**config.mk**
```make
export PLATFORM = sky130hd
export DESIGN_NAME = pc_gen_flat
export DESIGN_NICKNAME = d
export VERILOG_FILES = /design/src/rtl/pc_gen_if.sv /design/src/rtl/pc_gen.sv /design/src/flat_wrapper.sv
export SDC_FILE = /design/constraint.sdc
export NUM_CORES = 1
export LEC_CHECK = 0
export ABC_AREA = 0
export CAP_MARGIN = 15
export CORE_UTILIZATION = 51
export DETAILED_ROUTE_END_ITERATION = 8
export PLACE_DENSITY = 0.83
export SLEW_MARGIN = 20
export SYNTH_ARGS = -nofsm -noshare
export SYNTH_HDL_FRONTEND = slang
export SYNTH_SLANG_ARGS = --single-unit
```
**constraint.sdc**
```tcl
create_clock -name clk -period 3.05 [get_ports clk]
set_clock_uncertainty 0.1 [all_clocks]
set_input_delay 0.305 -clock clk [delete_from_list [all_inputs] [get_ports clk]]
set_output_delay 0.305 -clock clk [all_outputs]
set_load 0.02 [all_outputs]
```
**src/rtl/pc_gen_if.sv**
```systemverilog
// Instruction-memory request bus between the fetch PC generator and imem.
// Carries the fetch address, its valid/ready handshake and the misalignment flag.
// The master drives address/valid/adel; the slave answers with ready.
interface pc_gen_if #(
  parameter int unsigned WIDTH = 32
);
  logic             req_valid;
  logic             req_ready;
  logic [WIDTH-1:0] pc_out;
  logic             adel;

  modport master (
    output req_valid,
    output pc_out,
    output adel,
    input  req_ready
  );

  modport slave (
    input  req_valid,
    input  pc_out,
    input  adel,
    output req_ready
  );
endinterface

```
**src/rtl/pc_gen.sv**
```systemverilog
// Fetch-stage PC generator: sequential/branch/exception/ERET next-address select.
// Latency: every redirect or increment appears on pc_out one cycle after its edge.
// Backpressure: address held while req_valid & ~req_ready; a branch seen then is parked in BR_PEND.
module pc_gen #(
  parameter int unsigned      WIDTH     = 32,
  parameter logic [WIDTH-1:0] RESET_VEC = 32'hbfc0_0000,
  parameter logic [WIDTH-1:0] EXC_VEC   = 32'hbfc0_0380,
  parameter int unsigned      INC       = 4
) (
  input  logic             clk,
  input  logic             rst,
  input  logic             ena_i,
  input  logic             br_valid_i,
  input  logic [WIDTH-1:0] br_target_i,
  input  logic             exc_valid_i,
  input  logic             eret_valid_i,
  input  logic [WIDTH-1:0] epc_i,
  pc_gen_if.master         req
);

  localparam logic [1:0] S_BOOT    = 2'd0;
  localparam logic [1:0] S_RUN     = 2'd1;
  localparam logic [1:0] S_BR_PEND = 2'd2;

  logic [1:0]       state_q, state_d;
  logic [WIDTH-1:0] pc_q, pc_d;
  logic [WIDTH-1:0] pend_q, pend_d;
  logic             req_valid;
  logic             fire;

  assign req_valid     = ena_i & (state_q != S_BOOT);
  assign fire          = req_valid & req.req_ready;
  assign req.req_valid = req_valid;
  assign req.pc_out    = pc_q;
  assign req.adel      = |pc_q[1:0];

  // Next-address select: exc > eret > pending-branch consumption > new branch > increment.
  always_comb begin
    state_d = state_q;
    pc_d    = pc_q;
    pend_d  = pend_q;
    case (state_q)
      S_BOOT: begin
        // PC is held for the boot cycle; requests start next cycle.
        state_d = S_RUN;
      end
      S_RUN: begin
        if (exc_valid_i) begin
          pc_d = EXC_VEC;
        end else if (eret_valid_i) begin
          pc_d = epc_i;
        end else if (br_valid_i) begin
          if (fire) begin
            // Delay slot accepted this cycle, so the target is next.
            pc_d = br_target_i;
          end else begin
            // Delay slot still unfetched: remember the target.
            pend_d  = br_target_i;
            state_d = S_BR_PEND;
          end
        end else if (fire) begin
          pc_d = pc_q + WIDTH'(INC);
        end
      end
      S_BR_PEND: begin
        // A new br_valid here cannot happen (no branch in a delay slot), so it is ignored.
        if (exc_valid_i) begin
          pc_d    = EXC_VEC;
          state_d = S_RUN;
        end else if (eret_valid_i) begin
          pc_d    = epc_i;
          state_d = S_RUN;
        end else if (fire) begin
          pc_d    = pend_q;
          state_d = S_RUN;
        end
      end
      default: begin
        state_d = S_BOOT;
        pc_d    = RESET_VEC;
      end
    endcase
  end

  // State registers with synchronous reset back to the boot vector.
  always_ff @(posedge clk) begin
    if (rst) begin
      state_q <= S_BOOT;
      pc_q    <= RESET_VEC;
      pend_q  <= '0;
    end else begin
      state_q <= state_d;
      pc_q    <= pc_d;
      pend_q  <= pend_d;
    end
  end

endmodule

```
**src/flat_wrapper.sv**
```systemverilog
// flat-port wrapper written by rule: the top's interface ports become plain ports
module pc_gen_flat 
#(
  parameter int unsigned      WIDTH     = 32,
  parameter logic [WIDTH-1:0] RESET_VEC = 32'hbfc0_0000,
  parameter logic [WIDTH-1:0] EXC_VEC   = 32'hbfc0_0380,
  parameter int unsigned      INC       = 4
)
  (clk, rst, ena_i, br_valid_i, br_target_i, exc_valid_i, eret_valid_i, epc_i, req_req_valid, req_pc_out, req_adel, req_req_ready);
  pc_gen_if #(.WIDTH(WIDTH)) req_i ();
  input  logic clk;
  input  logic rst;
  input  logic ena_i;
  input  logic br_valid_i;
  input  logic [WIDTH-1:0] br_target_i;
  input  logic exc_valid_i;
  input  logic eret_valid_i;
  input  logic [WIDTH-1:0] epc_i;
  output wire logic [$bits(req_i.req_valid)-1:0] req_req_valid;
  output wire logic [$bits(req_i.pc_out)-1:0] req_pc_out;
  output wire logic [$bits(req_i.adel)-1:0] req_adel;
  input wire logic [$bits(req_i.req_ready)-1:0] req_req_ready;
  assign req_req_valid = req_i.req_valid;
  assign req_pc_out = req_i.pc_out;
  assign req_adel = req_i.adel;
  assign req_i.req_ready = req_req_ready;
  pc_gen #(.WIDTH(WIDTH), .RESET_VEC(RESET_VEC), .EXC_VEC(EXC_VEC), .INC(INC)) u_core (.clk(clk), .rst(rst), .ena_i(ena_i), .br_valid_i(br_valid_i), .br_target_i(br_target_i), .exc_valid_i(exc_valid_i), .eret_valid_i(eret_valid_i), .epc_i(epc_i), .req(req_i));
endmodule
```
# After elaboration in Yosys (flattened, before gate mapping)
# Index checks and enable logic that the tools add are counted.
[word_totals]
regBits = 66
in_bits = 71
out_inout_bits = 34
wordCells = 41
[classes]
addsub = 1
n_eq_ne = 8
mux = 17
bitwise_logic = 6
reduce_logical = 6
[op_table]
columns = ["op", "count"]
rows = [
  ["32-bit 2-to-1 mux", 8],
  ["32-bit one-hot mux with 3 select lines", 1],
  ["32-bit by 3-bit adder with 32-bit output, second input constant", 1],
  ["2-bit 2-to-1 mux", 7],
  ["5-bit AND reduction", 2],
  ["2-bit != test, second input constant", 4],
  ["4-bit by 3-bit != test with 1-bit output, second input constant", 2],
  ["2-bit one-hot mux with 3 select lines", 1],
  ["1-bit inverter", 4],
  ["3-bit AND reduction", 1],
  ["1-bit bitwise AND", 2],
  ["2-bit by 1-bit == test with 1-bit output, second input constant", 1],
  ["2-bit == test, second input constant", 1],
  ["2-bit logical NOT", 1],
  ["2-bit nonzero test", 1],
  ["2-bit OR reduction", 1],
]

# Logic depth before layout (Yosys ltp)
# Gate-level depths: netlist of run 1.
[depth]
depth_word = 8
mapped_depth = 9
depth_no_buf = 7

# Worst setup path after synthesis of run 1
# OpenSTA, ideal clock, no wires.
[synth_path]
path_kind = "register to register"
from = "register u_core.state_q[0]"
to = "register u_core.pc_q[21], in the netlist u_core.req.pc_out[21]"
setup_time_ns = 0.122
arrival_time_ns = 1.992
required_ns = 2.828
setup_slack_ns = 0.836
path_stages_with_launch = 9
period_less_slack_ns = 2.214
cell_sequence = "dfxtp_1 > inv_1 > ha_1 > nor2b_1 > and2_1 > buf_2 > nor3_2 > buf_4 > a221o_1"
[synth_via]
elab_chain_len = 5
word_cells_on_any_way = 11
classes_between = "4 x eq/ne; 1 x mux; 3 x bitwise; 3 x reduce/logical"
[synth_lines]
columns = ["element", "line_no", "text"]
rows = [
  ["start: declaration", "pc_gen.sv:25", "logic [1:0] state_q, state_d;"],
  ["start signal: assignment", "pc_gen.sv:92", "state_q <= state_d;"],
  ["2-bit nonzero test (*)", "pc_gen.sv:31", "assign req_valid = ena_i & (state_q != S_BOOT);"],
  ["1-bit bitwise AND (*)", "pc_gen.sv:31", ""],
  ["net req_req_valid", "flat_wrapper.sv:19", "output wire logic [$bits(req_i.req_valid)-1:0] req_req_valid;"],
  ["1-bit bitwise AND (*)", "pc_gen.sv:32", "assign fire = req_valid & req.req_ready;"],
  ["4-bit by 3-bit != test with 1-bit output (no line)", "n/a", ""],
  ["3-bit AND reduction (no line) (*)", "n/a", ""],
  ["end signal: assignment", "pc_gen.sv:93", "pc_q <= pc_d;"],
  ["end: declaration", "pc_gen.sv:26", "logic [WIDTH-1:0] pc_q, pc_d;"],
]
# The timed path passes the listed nets; every way through them passes the cells marked *.
# A chain may end at the register's enable or synchronous reset.

# Worst setup path after layout of run 1
[layout_path]
from = "register u_core.state_q[0]"
to = "register u_core.pc_q[22], in the netlist u_core.req.pc_out[22]"
[layout_via]
elab_chain_len = 5
word_cells_on_any_way = 11
classes_between = "4 x eq/ne; 1 x mux; 3 x bitwise; 3 x reduce/logical"
[layout_lines]
columns = ["element", "line_no"]
rows = [
  ["2-bit nonzero test", "pc_gen.sv:31"],
  ["1-bit bitwise AND", "pc_gen.sv:31"],
  ["1-bit bitwise AND", "pc_gen.sv:32"],
  ["4-bit by 3-bit != test with 1-bit output (no line)", "n/a"],
  ["3-bit AND reduction (no line)", "n/a"],
]
# Several ways; a longest one is shown, not always the timed one.

==> impl_results.md, run 1 <==
- Run status: finished clean
- Post-DR vias/cell: 6.51
- Setup violators final: 0
- Worst min-delay path class: reg -> reg
- Fin. Hold Viols: 0
- Peak Freq: 386 MHz
- Post-synthesis async set-or-reset flop share: 0%
- Floorplan core area: 8260 um2
- Max transition margin: 48.0%
- Reg2reg start: u_core.state_q[0]
- Least-Margin Pin Slew: 0.778 ns
- Dpl hpwl: 11200 um
- LEAKAGE: 1.99 nW
- Cell Count, Final, Fillers Out: 793
- Flops & latches, synth: 66
- Mux contribution to synthesized area: 1.68%
- Clock root buffer: clkbuf_8
- Initial antenna violation count: 0
- Post-CTS Repair Setup Buffers: 0
- Die Y: 94.8 um
- Synth Area in Adders: 1.42%
- Post-Synthesis Cells: 587
- Compound-Gate Fraction of Synth Area: 32.6%
- Crit path time final: 2.59 ns
- Routed length per placed instance: 19.4 um
- Synth cell types: 78
- First-pass GRT wire length: 24400 um
- Hold Slack: 0.355 ns
- Initial Util: 53.2%
- RSZ-0062 raised after global routing: no
- Placer congestion estimate: 0.947
- DRC Markers: 0
- Cts hold-fix bufs: 0
- Vias in the first global route: 4734
- Largest family of logic cells by synthesized area: compound AO/OA/AOI/OAI gates
- Register area share after synthesis: 30.1%
- Worst Setup End Kind: flop
- Leading area contributor after synthesis: dfxtp_1
- CTS Buf Count: 9
- Antenna fix cells: 0
- Max clock buf depth: 2
- Synth warn: 0
- Worst hold start: u_core.pend_q[27]
- R2R setup slack: 0.46 ns
- Critical R2R Capture: u_core.req.pc_out[22]
- Nets: 759
- Setup WS pre-CTS: 0.357 ns
- CP max FO: 14
- Routed WL: 15400 um
- Top post-synthesis cells by area: dfxtp_1 30%, nand2_1 8.3%, a21oi_1 6.7%
- Maximum vdd drop: 270 uV
- Max-slew violation count: 0
- Clk Latency, worst-skew pair: 0.36 ns
- Post-synthesis simple-gate area fraction: 26.7%
- Xor/xnor share of the synthesized area: 1.40%
- Worst Hold End: u_core.pend_q[27]
- PnR worst setup slack: 0.457 ns
- Post-synth EDFFs: 0
- Std-Cell Rows: 33
- Power Density: 415 nW/um2
- WP data required: 3.19 ns
- Ys flop type: dfxtp_1
- Mapped Area: 4390 um2
- Placed insts: 777
- # clock sinks: 66
- Setup Total Neg Slack: 0 ns
- H-tree depth: 3
- ANT nets after route: 0
- TritonCTS clock tree: built
- Total Routing Usage GR: 35.5%
- Largest net degree at the start of global routing: 34
- CP startpoint kind: flop
- Port bufs: 104
- Synth top area share: 30.1%
- Total nets after synthesis: 663
- Die W: 94.8 um
- Reg clk slew, reported paths: 0.08 ns
- FF-to-FF path depth: 7
- DR vias: 5163
- Setup Crit Path Kind: reg -> reg
- Area Growth Syn to Fin: 31.7%
- Crit path DAT: 2.74 ns
- DP Area: 5560 um2
- I/O Pins: 105
- Total die area: 8990 um2
- Fin crit share: 85.0%
- DR iter-0 viols: 449
- Share of layout cells above drive strength 1: 9.30%
- Syn_area_per_cell: 7.49 um2
- First drt pass iteration count: 5
- Hold path cells: 2
- # Max-Cap Violations: 0
- Post-CTS sizing: 0
- Design Area, Final: 5790 um2
- Overflow after GRT: 0
==> kinds of logic after synthesis <==
kind of cell / after synthesis
and+or+nand+nor: 232
buffers and inverters: 65
adders and majority gates: 5
muxes: 7
AOI/OAI and AO/OA: 205
DFF: 66
xor gates and xnor gates: 7
==> cell usage after synthesis (6+ instances only) <==
cell,number
nand2_1,97
dfxtp_1,66
a21oi_1,59
o21ai_0,35
inv_1,22
nor2_1,22
clkbuf_1,21
nand3_1,21
buf_2,14
nand4_1,14
nand2b_1,12
nor2b_1,11
a221oi_1,10
nor3_1,10
o31ai_1,9
a32o_1,7
nor4_1,6
o211ai_1,6
or3_1,6
==> layout make-up <==
| type | instances | area (um2) |
|---|---|---|
| clock buffer | 9 | 124 |
| clock inverter | 7 | 100 |
| fill | 706 | 2470 |
| inverter | 23 | 86.3 |
| multi-input combinational | 456 | 2820 |
| sequential | 66 | 1320 |
| tap | 105 | 131 |
| timing repair buffer | 127 | 1210 |
==> power breakdown <==
part	leakage (nW)	internal [W]	total (W)	switching, W
registers	0.534	0.000889	0.000924	0.0000344
clock network	0.114	0.000468	0.000863	0.000395
logic	1.34	0.000273	0.000615	0.000342
total	1.99	0.00163	0.00240	0.000771
==> worst max path at each step <==
| stage | from | to | slack, ns | cells after the start |
|---|---|---|---|---|
| floorplan | u_core.state_q[0] | u_core.req.pc_out[21] | 0.84 | 8 |
| global placement | u_core.state_q[0] | u_core.req.pc_out[31] | 0.51 | 7 |
| detailed placement | u_core.state_q[0] | u_core.req.pc_out[31] | 0.36 | 7 |
| CTS | u_core.state_q[0] | u_core.req.pc_out[8] | 0.34 | 7 |
| global route | u_core.state_q[0] | u_core.req.pc_out[31] | 0.31 | 7 |
| finish | u_core.state_q[0] | u_core.req.pc_out[22] | 0.46 | 7 |
==> cells in the final DEF (no fill, tap or decap), types with 14 or more instances in the layout <==
master,n
a21oi_1,59
buf_4,23
clkdlybuf4s50_1,103
dfxtp_1,66
inv_1,22
nand2_1,97
nand3_1,21
nand4_1,14
nor2_1,22
o21ai_0,35
==> per-layer routing <==
metal	global-route usage (%)	part of all wire [%]
met1	47.5	42
met2	55.5	46
met3	4.99	8.8
met4	17.4	3.1
met5	0	0
==> flip-flops by register name (all words and copies together) (netlist names) <==
register,cells
u_core.pend_q,32
u_core.state_q,2
u_core.req.pc_out,32
==> stage by stage <==
step | power, W | util (%)
floorplan | 0.00128 | -
global placement | 0.00153 | 67.3
detailed placement | 0.00154 | 67.3
CTS | 0.00238 | 70.0
global route | 0.00249 | 70.1
finish | 0.00240 | 70.1
==> critical path, cell delays in order, from the launching register on <==
cell and delay, ns:
dfxtp_1 0.40, inv_1 0.09, ha_1 0.40, or2_1 0.38, a311o_1 0.52, a221o_1 0.38
o21ai_1 0.15, a21oi_1 0.08
No activity file was read; power rests on OpenSTA's default activity.
==> run 2, diff against run 1 <==
--- a/config.mk
+++ b/config.mk
@@ -10,6 +10,7 @@
 export CORE_UTILIZATION = 51
 export DETAILED_ROUTE_END_ITERATION = 8
 export PLACE_DENSITY = 0.83
+export SKIP_LAST_GASP = 1
 export SLEW_MARGIN = 20
 export SYNTH_ARGS = -nofsm -noshare
 export SYNTH_HDL_FRONTEND = slang
==> results of run 2 <==
The final DEF is identical to that of run 1; final timing and power are the same.
